==> config.mk <==
export PLATFORM = sky130hd
export DESIGN_NAME = sample_ctrl
export DESIGN_NICKNAME = d
export VERILOG_FILES = /design/src/rtl/sample_ctrl.sv
export SDC_FILE = /design/constraint.sdc
export NUM_CORES = 1
export LEC_CHECK = 0
export ABC_AREA = 1
export CORE_ASPECT_RATIO = 0.6
export CORE_MARGIN = 4
export CORE_UTILIZATION = 40
export DETAILED_ROUTE_END_ITERATION = 10
export HOLD_SLACK_MARGIN = 0.15
export SYNTH_ARGS = -nofsm -noshare
export SYNTH_HDL_FRONTEND = slang
export SYNTH_SLANG_ARGS = --single-unit
==> constraint.sdc <==
create_clock -name sysclk -period 2.4 [get_ports sysclk]
set_clock_uncertainty 0.2 [all_clocks]
set_input_delay 0.36 -clock sysclk [delete_from_list [all_inputs] [get_ports sysclk]]
set_output_delay 0.36 -clock sysclk [all_outputs]
set_load 0.1 [all_outputs]
==> src/rtl/sample_ctrl.sv <==
// Scheduled ADC -> offset/gain -> DAC sample sequencer, one sample per CLK_DIV clocks.
// Optional build macro GAIN_SAT_EN: clamp the scaled result to -512..511 instead of wrapping.
module sample_ctrl #(
   parameter int unsigned CLK_DIV     = 1000,
   parameter int unsigned ADC_TIMEOUT = 64,
   parameter logic [9:0]  ADC_OFFSET  = 10'h181,
   parameter logic [9:0]  DAC_OFFSET  = 10'h200
) (
   input  logic       sysclk,
   input  logic       rst_n,
   input  logic       enable,
   input  logic [1:0] gain_sel,
   input  logic       clr_err,
   output logic       adc_start,
   input  logic       adc_done,
   input  logic [9:0] adc_data,
   output logic [9:0] dac_data,
   output logic       dac_load,
   output logic       busy,
   output logic       err_timeout,
   output logic       err_overrun
);

   localparam int unsigned TW        = (ADC_TIMEOUT < 2) ? 1 : $clog2(ADC_TIMEOUT);
   localparam logic [15:0] TICK_LAST = 16'(CLK_DIV - 1);
   localparam logic [TW-1:0] TO_LAST = TW'(ADC_TIMEOUT - 1);

   typedef enum logic [2:0] {
      S_IDLE,
      S_CONV,
      S_WAIT,
      S_CALC,
      S_LOAD
   } state_t;

   state_t        r_state;
   state_t        w_state_next;
   logic [15:0]   r_tick_cnt;
   logic [TW-1:0] r_to_cnt;
   logic [9:0]    r_adc;
   logic [1:0]    r_gain;
   logic [9:0]    r_dac;
   logic          r_err_timeout;
   logic          r_err_overrun;

   logic          w_tick;
   logic          w_capture;
   logic          w_to_hit;
   logic          w_to_clr;
   logic          w_to_inc;
   logic          w_overrun;
   logic [9:0]    w_x;
   logic [12:0]   w_y;
   logic [9:0]    w_r;
   logic [9:0]    w_dac_next;

   assign w_tick    = enable && (r_tick_cnt == TICK_LAST);
   assign w_overrun = w_tick && (r_state != S_IDLE);

   always_ff @(posedge sysclk or negedge rst_n) begin
      if (!rst_n) begin
         r_tick_cnt <= '0;
      end else if (!enable || w_tick) begin
         r_tick_cnt <= '0;
      end else begin
         r_tick_cnt <= r_tick_cnt + 16'd1;
      end
   end

   always_ff @(posedge sysclk or negedge rst_n) begin
      if (!rst_n) begin
         r_state <= S_IDLE;
      end else begin
         r_state <= w_state_next;
      end
   end

   always_comb begin
      w_state_next = r_state;
      w_capture    = 1'b0;
      w_to_hit     = 1'b0;
      w_to_clr     = 1'b0;
      w_to_inc     = 1'b0;
      case (r_state)
         S_IDLE: if (w_tick) w_state_next = S_CONV;
         S_CONV: begin
            w_to_clr     = 1'b1;
            w_state_next = S_WAIT;
         end
         S_WAIT: begin
            if (adc_done) begin
               w_capture    = 1'b1;
               w_state_next = S_CALC;
            end else if (r_to_cnt == TO_LAST) begin
               w_to_hit     = 1'b1;
               w_state_next = S_IDLE;
            end else begin
               w_to_inc     = 1'b1;
            end
         end
         S_CALC:  w_state_next = S_LOAD;
         S_LOAD:  w_state_next = S_IDLE;
         default: w_state_next = S_IDLE;
      endcase
   end

   always_ff @(posedge sysclk or negedge rst_n) begin
      if (!rst_n) begin
         r_to_cnt <= '0;
      end else if (w_to_clr) begin
         r_to_cnt <= '0;
      end else if (w_to_inc) begin
         r_to_cnt <= r_to_cnt + 1'b1;
      end
   end

   // Gain is latched with the sample so later gain_sel changes cannot affect it.
   always_ff @(posedge sysclk or negedge rst_n) begin
      if (!rst_n) begin
         r_adc  <= '0;
         r_gain <= '0;
      end else if (w_capture) begin
         r_adc  <= adc_data;
         r_gain <= gain_sel;
      end
   end

   assign w_x = adc_data_diff(r_adc);
   assign w_y = {{3{w_x[9]}}, w_x} << r_gain;

   function automatic logic [9:0] adc_data_diff(input logic [9:0] raw);
      return raw - ADC_OFFSET;
   endfunction

`ifdef GAIN_SAT_EN
   always_comb begin
      w_r = w_y[9:0];
      if (!w_y[12] && (w_y[11:9] != 3'b000)) begin
         w_r = 10'h1FF;
      end else if (w_y[12] && (w_y[11:9] != 3'b111)) begin
         w_r = 10'h200;
      end
   end
`else
   assign w_r = w_y[9:0];
`endif

   assign w_dac_next = w_r + DAC_OFFSET;

   always_ff @(posedge sysclk or negedge rst_n) begin
      if (!rst_n) begin
         r_dac <= DAC_OFFSET;
      end else if (r_state == S_CALC) begin
         r_dac <= w_dac_next;
      end
   end

   // A new error event in the same cycle as clr_err keeps the flag set.
   always_ff @(posedge sysclk or negedge rst_n) begin
      if (!rst_n) begin
         r_err_timeout <= 1'b0;
         r_err_overrun <= 1'b0;
      end else begin
         r_err_timeout <= (r_err_timeout && !clr_err) || w_to_hit;
         r_err_overrun <= (r_err_overrun && !clr_err) || w_overrun;
      end
   end

   assign adc_start   = (r_state == S_CONV);
   assign dac_load    = (r_state == S_LOAD);
   assign busy        = (r_state != S_IDLE);
   assign dac_data    = r_dac;
   assign err_timeout = r_err_timeout;
   assign err_overrun = r_err_overrun;

endmodule

==> qor.yml <==
worst_hold_path:
  hold_path_class: "register to register"
  hold_path_depth: 1
cells_and_area:
  finalNetCount: 393
  num_antenna_cells: 0
  fin_area_sq_um: 3142
  drive_gt1_share_pct: 13.37
  area_growth_syn_to_layout_pct: 19.06
clock_tree:
  path_clk_slew_ns: 0.09
  cts_tree: "done"
  clk_path_buf_depth: 2
  postCtsHoldBufs: 1
  clock_sinks: 49
  cts_setup_buffers: 0
  clock_latency_ns: 0.30
  cts_buffers: 5
  cts_resized: 0
  clockRootBuffer: "clkbuf_8"
  h-tree-depth: 2
critical_path:
  critPathTopFamily: "flip-flops"
  worstSetupPathType: "register to output port"
  cp_max_fo: 4
  timing.rr.start: "r_adc[0]"
  worst-path-stages: 3
  crit_required_ns: 1.84
  path_cells: "nor3_1 -> inv_1 -> buf_4"
  rrSetupSlack_ns: 0.46
  worstSetupStartpointType: "register"
  critical_path_buf_inv_count: 2
  cp-startpoint: "r_state[1]"
  critPathSlowestCell: "dfrtp_1"
  max_stage_delay_ns: 0.46
  worstSetupEndpointType: "output port"
  crit_end: "busy"
  r2r_end: "dac_data[8]"
  arrival_ns: 1.49
  r2r_cells: 11
floorplan:
  die_w_microns: 112.9
  rows: 22
  dieHeight_microns: 70.92
  start_util_pct: 42.23
  fp.dieArea_sq_um: 8003
  io_pins: 32
  fp.coreArea_sq_um: 6248
synth:
  synthesis.area_sq_um: 2639
  syn_nets: 359
  synth_top_area_share_pct: 45.52
  synthDistinctLibCells: 33
  synthMuxAreaShare_pct: 0.8535
  synthCells: 339
  synth_seq_cells: 49
  synth_adder_area_share_pct: 1.422
  ys_seq_area_share_pct: 46.51
  synth_area_leader_cell: "dfrtp_1"
  synth_top_family_by_area: "simple AND/OR/NAND/NOR gates"
  synthTopCellsByArea: "dfrtp_1, nand2_1, nor2_1"
  synth-compound-area-share_pct: 8.203
  avgSynthCellArea_sq_um: 7.784
  ys_warn_count: 0
  synth-simple-area-share_pct: 33.24
  synth-xor-area-share_pct: 2.323
run_status:
  run_status: "completed"
route:
  postRouteAntennaNets: 0
  vias: 2227
  dr.first_iter.drc_count: 134
  drt_pass1_iterations: 4
  wirelength_microns: 5812
  route.detailed.drc: 0
  wl_per_cell_microns: 12.69
  vias_per_cell: 4.862
sta:
  rsz0062_at_grt: "no"
  fin_crit_sh_pct: 85.24
  hold_ws_ns: 0.2602
  slew_headroom_pct: 63.56
  hold_viol: 0
  finalSetupViolCount: 0
  worst_pin_slew_ns: 0.5466
  finalMaxSlewViolations: 0
  setup_tns_ns: 0
  fmax_mhz: 488.8
  period_needed_ns: 2.046
placement:
  gp_congestion: 0.9298
  hpwl_microns: 4474
  numPortBuffers: 31
  placed_cell_area_sq_um: 3030
grt:
  grtUsageTotal_pct: 15.17
  grt_pass1_wl_microns: 9811
  grt_overflow: 0
  antenna_found_initial: 0
  grt_pass1_vias: 2012
  grt_max_degree: 29
pwr:
  power.switching_uw: 306.5
  switching_share_pct: 21.49
  comb_power_share_pct: 4.2
  peakVddDrop_v: 0.0002273
  powerDensity_nw_per_um2: 454.1
  power_frac_seq_pct: 58.3
  p_int_uw: 1120
  total_leakage_power_uw: 0.001458
  clkPwrFrac_pct: 37.5
run:
  max_cap_violations: 0
## cell families (layout without fill, tap and decap cells)
family | Yosys count | count (layout)
and+or+nand+nor | 192 | 192
DFF | 49 | 49
buffers and inverters | 47 | 82
AOI/OAI and AO/OA | 39 | 39
xor gates and xnor gates | 7 | 7
adders and majority gates | 3 | 3
muxes | 2 | 2
## through the flow
step / utilization (%) / instances / worst slack, ns / total power [uW]
final: 50.28 / 458 / 0.3542 / 1427
after global routing: 50.28 / 458 / 0.1808 / 1479
after CTS: 50.28 / 458 / 0.3327 / 1447
after detailed placement: 48.50 / 449 / 0.4305 / 908.7
after global placement: 48.50 / 449 / 0.4351 / 908.5
after floorplan: - / 339 / 0.1512 / 859.2
## registers in the layout (all words and copies together) (netlist names)
name	flops
dac_data	10
err_overrun	1
err_timeout	1
r_adc	10
r_gain	2
r_state	3
r_tick_cnt	16
r_to_cnt	6
## cells in the mapped netlist, drive strengths merged
master	count
clkinv	1
nor3	9
nor2	60
dfrtp	48
nand2	79
o21ai	17
nor4	2
dfstp	1
xnor2	1
o21a	2
clkbuf	1
ha	3
nand4	6
buf	6
inv	39
xor2	6
nand3	32
o22ai	1
nor3b	4
a21oi	19
mux2	2
## metal layers
layer | GRT usage (%) | wire length, microns | vias to the layer above
met5 | 0 | 0 | -
met4 | 3.067 | 32 | 0
met3 | 3.504 | 366 | 4
met2 | 19.03 | 2104 | 66
met1 | 25.58 | 3308 | 1001
li1 | - | - | 1156
## power by group through the flow
stage / sequential (uW) / clock, uW / combinational (uW)
5_1_grt: 832 / 578 / 68.2
6_report: 831 / 535 / 60.3
4_1_cts: 831 / 553 / 62.5
3_3_place_gp: 848 / 0 / 60.8
2_1_floorplan: 848 / 0 / 11.7
3_5_place_dp: 848 / 0 / 61.0
## cell type report
| type | instances | area [sq um] |
|---|---|---|
| sequential | 49 | 1227 |
| timing repair buffer | 34 | 330.3 |
| inverter | 40 | 151.4 |
| fill | 599 | 3107 |
| clock buffer | 7 | 96.34 |
| multi-input combinational | 243 | 1226 |
| clock inverter | 1 | 5.005 |
| tap | 84 | 105.1 |
## placed cells by master, fill, tap and decap left out, drive strengths merged
cell type | netlist | layout
xnor2 | 1 | 1
nand2 | 79 | 79
inv | 39 | 39
dlygate4sd3 | 0 | 1
buf | 6 | 18
ha | 3 | 3
mux2 | 2 | 2
dfrtp | 48 | 48
nor2 | 60 | 60
o21a | 2 | 2
clkbuf | 1 | 7
o22ai | 1 | 1
dfstp | 1 | 1
nor3 | 9 | 9
nor3b | 4 | 4
nand4 | 6 | 6
clkdlybuf4s50 | 0 | 15
o21ai | 17 | 17
nor4 | 2 | 2
nand3 | 32 | 32
a21oi | 19 | 19
xor2 | 6 | 6
clkinv | 1 | 2
## how the worst min path moves through the flow
stage / slack (ns) / from / end
floorplan: -0.14 / rst_n / dac_data[0]
global placement: 0.18 / rst_n / r_to_cnt[3]
detailed placement: 0.18 / rst_n / r_to_cnt[3]
CTS: 0.26 / r_tick_cnt[0] / r_tick_cnt[0]
global route: 0.31 / dac_data[1] / dac_data[1]
finish: 0.26 / r_tick_cnt[0] / r_tick_cnt[0]
Power figures use the tool's default switching activity.
